## src/rtl/fir_pkg.sv

```systemverilog
// Shared constants, state encoding and circular-index helper for the FIR operand feeder
// and the MAC-side collector.
package fir_pkg;

    localparam int NTAP = 11;
    localparam int DW   = 32;
    localparam int AW   = 4;

    localparam logic [AW-1:0] NTAP_A = AW'(NTAP);
    localparam logic [AW-1:0] LAST_K = AW'(NTAP - 1);

    typedef enum logic {
        IDLE = 1'b0,
        FEED = 1'b1
    } state_e;

    // (base - k) mod NTAP without assuming NTAP is a power of two.
    // The intermediate sum may overflow AW bits, but the final value is < NTAP.
    function automatic logic [AW-1:0] wrap_sub(input logic [AW-1:0] base,
                                               input logic [AW-1:0] k);
        logic [AW-1:0] r;
        if (base >= k) r = base - k;
        else           r = base + NTAP_A - k;
        return r;
    endfunction

endpackage

```

## src/rtl/fir_circ_buf.sv

```systemverilog
// NTAP-deep sample history: one write port, one wrapped read port (base - k),
// and a single-cycle synchronous clear.
module fir_circ_buf
    import fir_pkg::*;
(
    input  logic          clk,
    input  logic          rst,
    input  logic          we,
    input  logic [AW-1:0] waddr,
    input  logic [DW-1:0] wdata,
    input  logic          clear,
    input  logic [AW-1:0] base,
    input  logic [AW-1:0] k,
    output logic [DW-1:0] rdata
);

    logic [DW-1:0] mem_q [NTAP];
    logic [DW-1:0] mem_d [NTAP];

    always_comb begin
        mem_d = mem_q;
        if (clear) begin
            for (int i = 0; i < NTAP; i++) mem_d[i] = '0;
        end else if (we && (waddr < NTAP_A)) begin
            mem_d[waddr] = wdata;
        end
    end

    always_ff @(posedge clk or posedge rst) begin
        if (rst) begin
            for (int i = 0; i < NTAP; i++) mem_q[i] <= '0;
        end else begin
            mem_q <= mem_d;
        end
    end

    assign rdata = mem_q[wrap_sub(base, k)];

endmodule

```

## src/rtl/fir_operand_feeder.sv

```systemverilog
// Feeds NTAP (X, tap) pairs per accepted sample to the MAC, newest sample first.
// Output registers run one pair ahead of k so pair 0 is visible the cycle after acceptance.
module fir_operand_feeder
    import fir_pkg::*;
(
    input  logic          CLK,
    input  logic          Reset,
    input  logic          tap_we,
    input  logic [AW-1:0] tap_addr,
    input  logic [DW-1:0] tap_wdata,
    output logic          tap_wr_err,
    input  logic          clear,
    input  logic          ss_tvalid,
    input  logic [DW-1:0] ss_tdata,
    input  logic          ss_tlast,
    output logic          ss_tready,
    output logic [DW-1:0] X,
    output logic [DW-1:0] tap,
    output logic          mac_valid,
    output logic          mac_first,
    output logic          mac_last,
    output logic          mac_tlast,
    output logic          busy
);

    state_e        state_q, state_d;
    logic [AW-1:0] wr_ptr_q, wr_ptr_d;
    logic [AW-1:0] base_q, base_d;
    logic [AW-1:0] k_q, k_d;
    logic          tlast_q, tlast_d;
    logic [DW-1:0] taps_q [NTAP];
    logic [DW-1:0] taps_d [NTAP];

    logic [DW-1:0] x_q, x_d;
    logic [DW-1:0] tap_q, tap_d;
    logic          valid_q, valid_d;
    logic          first_q, first_d;
    logic          last_q, last_d;
    logic          mtlast_q, mtlast_d;
    logic          wr_err_q, wr_err_d;

    logic          accept;
    logic          buf_clear;
    logic          tap_ok;
    logic [AW-1:0] k_next;
    logic [DW-1:0] buf_rdata;

    assign ss_tready = !Reset && (state_q == IDLE) && !clear;
    assign accept    = ss_tvalid && ss_tready;
    assign buf_clear = (state_q == IDLE) && clear;
    assign tap_ok    = tap_we && (state_q == IDLE) && (tap_addr < NTAP_A);
    assign k_next    = k_q + AW'(1);

    fir_circ_buf u_buf (
        .clk   (CLK),
        .rst   (Reset),
        .we    (accept),
        .waddr (wr_ptr_q),
        .wdata (ss_tdata),
        .clear (buf_clear),
        .base  (base_q),
        .k     (k_next),
        .rdata (buf_rdata)
    );

    always_comb begin
        state_d  = state_q;
        wr_ptr_d = wr_ptr_q;
        base_d   = base_q;
        k_d      = k_q;
        tlast_d  = tlast_q;
        taps_d   = taps_q;
        x_d      = '0;
        tap_d    = '0;
        valid_d  = 1'b0;
        first_d  = 1'b0;
        last_d   = 1'b0;
        mtlast_d = 1'b0;
        wr_err_d = tap_we && ((state_q == FEED) || (tap_addr >= NTAP_A));

        if (tap_ok) taps_d[tap_addr] = tap_wdata;

        case (state_q)
            IDLE: begin
                if (buf_clear) begin
                    wr_ptr_d = '0;
                end else if (accept) begin
                    state_d  = FEED;
                    base_d   = wr_ptr_q;
                    tlast_d  = ss_tlast;
                    k_d      = '0;
                    // Pair 0 bypasses the buffer and picks up a same-cycle tap write.
                    x_d      = ss_tdata;
                    tap_d    = taps_d[0];
                    valid_d  = 1'b1;
                    first_d  = 1'b1;
                    last_d   = (LAST_K == '0);
                    mtlast_d = ss_tlast && (LAST_K == '0);
                end
            end
            FEED: begin
                if (k_q == LAST_K) begin
                    state_d  = IDLE;
                    wr_ptr_d = (wr_ptr_q == LAST_K) ? '0 : wr_ptr_q + AW'(1);
                end else begin
                    k_d      = k_next;
                    x_d      = buf_rdata;
                    tap_d    = taps_q[k_next];
                    valid_d  = 1'b1;
                    last_d   = (k_next == LAST_K);
                    mtlast_d = tlast_q && (k_next == LAST_K);
                end
            end
            default: state_d = IDLE;
        endcase
    end

    always_ff @(posedge CLK or posedge Reset) begin
        if (Reset) begin
            state_q  <= IDLE;
            wr_ptr_q <= '0;
            base_q   <= '0;
            k_q      <= '0;
            tlast_q  <= 1'b0;
            for (int i = 0; i < NTAP; i++) taps_q[i] <= '0;
            x_q      <= '0;
            tap_q    <= '0;
            valid_q  <= 1'b0;
            first_q  <= 1'b0;
            last_q   <= 1'b0;
            mtlast_q <= 1'b0;
            wr_err_q <= 1'b0;
        end else begin
            state_q  <= state_d;
            wr_ptr_q <= wr_ptr_d;
            base_q   <= base_d;
            k_q      <= k_d;
            tlast_q  <= tlast_d;
            taps_q   <= taps_d;
            x_q      <= x_d;
            tap_q    <= tap_d;
            valid_q  <= valid_d;
            first_q  <= first_d;
            last_q   <= last_d;
            mtlast_q <= mtlast_d;
            wr_err_q <= wr_err_d;
        end
    end

    assign X          = x_q;
    assign tap        = tap_q;
    assign mac_valid  = valid_q;
    assign mac_first  = first_q;
    assign mac_last   = last_q;
    assign mac_tlast  = mtlast_q;
    assign tap_wr_err = wr_err_q;
    assign busy       = (state_q == FEED);

endmodule

```

## config.mk

```make
export PLATFORM = sky130hd
export DESIGN_NAME = fir_operand_feeder
export DESIGN_NICKNAME = d
export VERILOG_FILES = /design/src/rtl/fir_pkg.sv /design/src/rtl/fir_circ_buf.sv /design/src/rtl/fir_operand_feeder.sv
export SDC_FILE = /design/constraint.sdc
export NUM_CORES = 2
export LEC_CHECK = 0
export BUFFER_PORTS_ARGS = -buffer_cell sky130_fd_sc_hd__buf_2
export CAP_MARGIN = 20
export CORE_MARGIN = 2
export CORE_UTILIZATION = 50
export CTS_BUF_LIST = sky130_fd_sc_hd__clkbuf_8
export DETAILED_ROUTE_END_ITERATION = 7
export GPL_TIMING_DRIVEN = 1
export PLACE_DENSITY = 0.67
export SYNTH_ARGS = -nofsm -noshare
export SYNTH_HDL_FRONTEND = slang
export SYNTH_SLANG_ARGS = --single-unit
```

## constraint.sdc

```tcl
create_clock -name CLK -period 41.8 [get_ports CLK]
set_input_delay 8.36 -clock CLK [delete_from_list [all_inputs] [get_ports CLK]]
set_output_delay 8.36 -clock CLK [all_outputs]
set_load 0.1 [all_outputs]
```

# --- Word level (Yosys, flattened, before mapping) ---
# Cells that the tools add are included.
word_totals:
  mem_count: 0
  ff_bits: 786
  elab_cells: 121
  latch_bits: 0
  mem_bits_rw: 0
  romBits: 0
  output_inout_bits: 71
  in_bits: 74
classes:
  reduce_logical: 18
  div_mod_pow: 0
  mul: 0
  magnitude_cmp: 10
  n_bitwise: 6
  muxes: 41
  n_addsub: 5
  shift: 0
  eq_ne: 8
ops:
  columns: ["op", "count"]
  rows:
  - ["$mux 352", 3]
  - ["$bwmux 352", 2]
  - ["$mux 32", 12]
  - ["$bmux 32 s4", 2]
  - ["$demux 32 s4", 2]
  - ["$pmux 32 s2", 2]
  - ["$mux 4", 7]
  - ["$ge 5x5->1 const B", 4]
  - ["$not 4->5", 4]
  - ["$pmux 4 s2", 2]
  - ["$eq 4x4->1 const B", 3]
  - ["$logic_and 1x1->1", 11]
  - ["$lt 5x1->1 const B", 2]
  - ["$add 4x1->4 const B", 2]
  - ["$lt 4x4->1 const B", 2]
  - ["$sub 4x4->4", 2]
  - ["$mux 1", 6]
  - ["$ne 2x2->1 const B", 3]
  - ["$pmux 1 s2", 3]
  - ["$reduce_and 3->1", 2]
  - ["$add 4x4->4 const B", 1]
  - ["$ge 4x4->1", 1]
  - ["$ge 4x4->1 const B", 1]
  - ["$ne 2x1->1 const B", 2]
  - ["other kinds (5)", 7]

# --- Logic depth before layout (Yosys ltp) ---
logic_depth:
  depth_word: 10
  mapped_depth: 16
  mapped_depth_nobuf: 12

# --- Hierarchy ---
# A second synthesis with hierarchy kept.
hier_totals:
  cells_unflattened: 3237
  area_unflattened_um2: 36436.2
modules_own_cells:
  columns: ["mod", "cells_each", "area_per_inst_um2", "seq_area_each_um2", "instances"]
  rows:
  - ["fir_operand_feeder", 1244, 19024.5, 10860.4, 1]
  - ["fir_circ_buf", 1993, 17411.7, 8808.4, 1]

# --- Worst setup path after synthesis ---
# OpenSTA, ideal clock, no wires.
synth_timing:
  path_type: "input -> output"
  start: "in clear"
  end: "out ss_tready"
  n_path_buf: 0
  t_arrival_ns: 10.471
  path_slack_ns: 22.969
  path_stages: 1
  t_required_ns: 33.440
  path_cell_list: "nor3_1"
synth_between:
  elab_chain_cells: 2
synth_rtl:
  columns: ["element", "line_no", "source"]
  rows:
  - ["start: declaration", "fir_operand_feeder.sv:12", "input logic clear,"]
  - ["$logic_not 1->1", "fir_operand_feeder.sv:48", "assign ss_tready = !Reset && (state_q == IDLE) && !clear;"]
  - ["$logic_and 1x1->1", "fir_operand_feeder.sv:48", null]
  - ["end: declaration", "fir_operand_feeder.sv:16", "output logic ss_tready,"]
# No other way between the ends.

# --- Worst setup path after layout ---
# Ends and elaborated chain as after synthesis.

==> results.yml <==
placement:
  placement.cell_area_um2: 38100
  place_worst_setup_slack_ns: 24.28
  buffer_ports.inserted: 144
  dp.cells: 4380
  placer_congestion_estimate: 0.802
  post-dp-hpwl_mm: 56.0
detailed_routing:
  detail_route.wirelength_mm: 106
  first_pass_drt_iterations: 5
  post-route-drc-count: 0
  route.detailed.vias_per_inst: 6.03
  drt_first_iter_violations: 2912
  avgRoutedWirePerCell_um: 23.0
  route.antenna.remaining_nets: 0
  num_vias: 27900
final_layout:
  fin_cells: 4621
  layout.core_utilization: 0.562
  multi_input_area_um2: 15900
  fillerInstances: 6191
  design.final.nets: 3648
  areaGrowthSynthToFinish_pct: 11.4
  layout.area.seq_um2: 19700
  layout.cell_area.non_filler_um2: 40900
  layout-drive-gt1-share: 0.251
synth:
  post_synth_inst_count: 3531
  post-synth-top-area-cell: "sky130_fd_sc_hd__dfrtp_1"
  syn-num-nets: 3617
  flip_flop_cell_with_the_highest_count_after_synthesis: "sky130_fd_sc_hd__dfrtp_1"
  count_of_flip_flops_with_a_built_in_enable_after_synthesis: 0
  seq_total_area_yosys: 0.536
  synth_cell_type_count: 53
  fraction_of_synthesized_cell_area_taken_by_the_top_area_cell_type: 0.536
  post_synth_main_area_contributors: "sky130_fd_sc_hd__dfrtp_1 (54%), sky130_fd_sc_hd__mux2_2 (12%), sky130_fd_sc_hd__nand2_1 (9.6%)"
  synth-seq-cells: 786
  ys_warn_count: 0
  syn_area_per_cell_um2: 10.4
  asyncSetResetFlopFracSynth: 1.00
  post_synth_instance_area_um2: 36700
cts:
  tritoncts.num_buffers: 135
  cts-resized-gates: 0
  post_cts_setup_repair_bufs: 0
  clk_pin_slew_ns: 0.06
  tritoncts: "yes"
  cts.path.max_buffers: 3
  ctsHtreeMaxLevel: 4
  cts_num_sinks: 786
  root_buffer: "sky130_fd_sc_hd__clkbuf_8"
  clk-insertion-delay-late_ns: 0.79
  cts-hold-fix-buffers: 0
pwr:
  peakVddDrop_mv: 0.0992
  pwr_density_cell_nw_per_um2: 81.9
  fin_total_pwr_mw: 3.35
  p_leak_nw: 18.4
floorplan:
  core_um2: 72800
  die-area_um2: 75600
  die_w_um: 275
  floorplan.die.height_um: 275
  initial_core_util: 0.504
  boundaryPins: 145
  fp-row-count: 99
critical_path:
  required_arrival_time_at_the_worst_endpoint_ns: 33.44
  timing.reg2reg.setup_slack_ns: 35.71
  critical_path.startpoint_type: "primary input"
  path_cells: "buf_2, nor3_1, buf_2"
  worst_path_maximum_fanout: 3
  arrival_time_of_the_worst_setup_path_ns: 9.17
  critPathMostFrequentCell: "sky130_fd_sc_hd__buf_2"
  critPathKind: "primary input to output port"
  critical_path.startpoint: "clear"
  critPathCaptureType: "output port"
  slowest_stage: "sky130_fd_sc_hd__buf_2"
  critical_path.max_stage_delay_ns: 0.47
  rr_startpoint: "k_q[0]"
grt:
  grt_start_max_net_pins: 173
  grt_pass1_vias: 27300
  gr-total-overflow: 0
  global_route.usage.total: 0.282
  grt_antenna_before_repair: 10
  global_route_wire_length_before_repair_mm: 163
timing:
  final-hold-violation-count: 0
  grt_setup_unrepaired: "no"
  timing.fmax_mhz: 57.1
  setup-violations-final: 0
  timing_max_transition_violations_final: 0
  finalWorstSetupSlack_ns: 24.27
  fin_setup_tns_ns: 0
  worst_pin_slew_ns: 1.20
  fin_crit_share: 0.419
  hold_slack_ns: 0.463
  timing.clock.skew_ns: 0.0388
  final_period_minus_worst_setup_slack_ns: 17.53
  worst_rel_slew_slack: 0.185
min_path:
  hold_path_startpoint: "tlast_q"
  hold_path.class: "flip-flop to flip-flop"
run:
  cap_violations: 0
outcome:
  result_of_the_run: "completed"
[flip-flops by register name, summed over array words and instances, names as in the netlist]
| register | cells |
|---|---|
| taps_q | 352 |
| u_buf.mem_q | 352 |
| X | 32 |
| tap | 32 |
| base_q | 4 |
| k_q | 4 |
| wr_ptr_q | 4 |
| mac_first | 1 |
| mac_last | 1 |
| mac_tlast | 1 |
| mac_valid | 1 |
| tap_wr_err | 1 |
| tlast_q | 1 |
[synthesized netlist by cell type, drive strengths merged, types with 3 or more instances]
master and n:
a22oi 17, and3 4, nor3 59, nor4 18, mux4 66, clkbuf 245
or3 3, o211ai 14, buf 77, inv 15, nand2 937, dfrtp 786
nor2b 8, nor2 71, a32oi 33, and2 4, a31oi 33, ha 10
a221o 33, xnor2 4, mux2i 106, nand2b 5, nand3b 3, mux2 386
o21ai 79, o22ai 31, nand3 9, a21oi 450
[area by class of cell]
type,instances,share of cell area
Inverter,16,0.00168
Sequential cell,786,0.481
Multi-Input combinational cell,2407,0.389
Timing Repair Buffer,216,0.0337
Clock buffer,171,0.0575
Clock inverter,60,0.00768
Tap cell,959,0.0293
Antenna cell,6,0.000367
[cells in the final DEF, fill, tap and decap left out, types with 4 or more instances in the layout]
master / count
sky130_fd_sc_hd__a21oi_1: 440
sky130_fd_sc_hd__inv_6: 5
sky130_fd_sc_hd__buf_2: 144
sky130_fd_sc_hd__mux2i_4: 5
sky130_fd_sc_hd__nor4_1: 18
sky130_fd_sc_hd__nand2_2: 10
sky130_fd_sc_hd__a32oi_1: 33
sky130_fd_sc_hd__nand2b_1: 5
sky130_fd_sc_hd__dfrtp_1: 785
sky130_fd_sc_hd__inv_1: 55
sky130_fd_sc_hd__a31oi_1: 33
sky130_fd_sc_hd__o22ai_1: 31
sky130_fd_sc_hd__nor3_1: 55
sky130_fd_sc_hd__mux4_2: 66
sky130_fd_sc_hd__o21ai_0: 77
sky130_fd_sc_hd__mux2_2: 386
sky130_fd_sc_hd__a21oi_2: 10
sky130_fd_sc_hd__nor2_1: 62
sky130_fd_sc_hd__nor2_4: 6
sky130_fd_sc_hd__and2_1: 4
sky130_fd_sc_hd__a22oi_1: 17
sky130_fd_sc_hd__a221o_1: 32
sky130_fd_sc_hd__nor3_2: 4
sky130_fd_sc_hd__nand2_1: 927
sky130_fd_sc_hd__clkbuf_8: 171
sky130_fd_sc_hd__clkinv_2: 6
sky130_fd_sc_hd__clkinvlp_4: 4
sky130_fd_sc_hd__nand3_1: 8
sky130_fd_sc_hd__buf_16: 4
sky130_fd_sc_hd__o211ai_1: 14
sky130_fd_sc_hd__diode_2: 6
sky130_fd_sc_hd__nor2b_1: 7
sky130_fd_sc_hd__buf_4: 65
sky130_fd_sc_hd__mux2i_1: 98
sky130_fd_sc_hd__ha_1: 7
[report_power, final]
part	internal (mW)	leakage, nW	switching [mW]	total, mW
clock	0.368	1.52	0.321	0.690
sequential	0.913	10.6	0.0804	0.993
combinational	0.575	6.28	1.09	1.67
total	1.86	18.4	1.50	3.35
[path summary, 6_finish.rpt]
path	to	depth (start not counted)
worst max-delay path	ss_tready	3
worst min-delay path	tlast_q	2
worst max register to register	X[14]	11
worst min register to register	tlast_q	2
max in group asynchronous	u_buf.mem_q[341]	6
min in group asynchronous	taps_q[231]	2
[kinds of logic (layout without fill, tap and decap cells)]
family	count (synthesis)	count (layout)	synth area share
AO/OA/AOI/OAI	703	703	0.111
XOR/XNOR	6	6	0.00164
adder cells (fa/ha/maj)	12	12	0.00450
buffers and inverters	338	463	0.0366
flip-flops	786	786	0.536
multiplexers	558	558	0.189
other	0	6	0
AND/OR/NAND/NOR	1128	1128	0.122
[worst max-delay path: cells and delay by family]
kind,cells,cell delay [ns]
buffers and inverters,2,0.58
and+or+nand+nor,1,0.22
[routing by layer]
| layer | wire length (µm) | GRT usage |
|---|---|---|
| met5 | 69 | 0 |
| met4 | 2940 | 0.102 |
| met3 | 8850 | 0.0601 |
| met2 | 49400 | 0.441 |
| met1 | 45000 | 0.390 |
(Power assumes the default switching activity.)
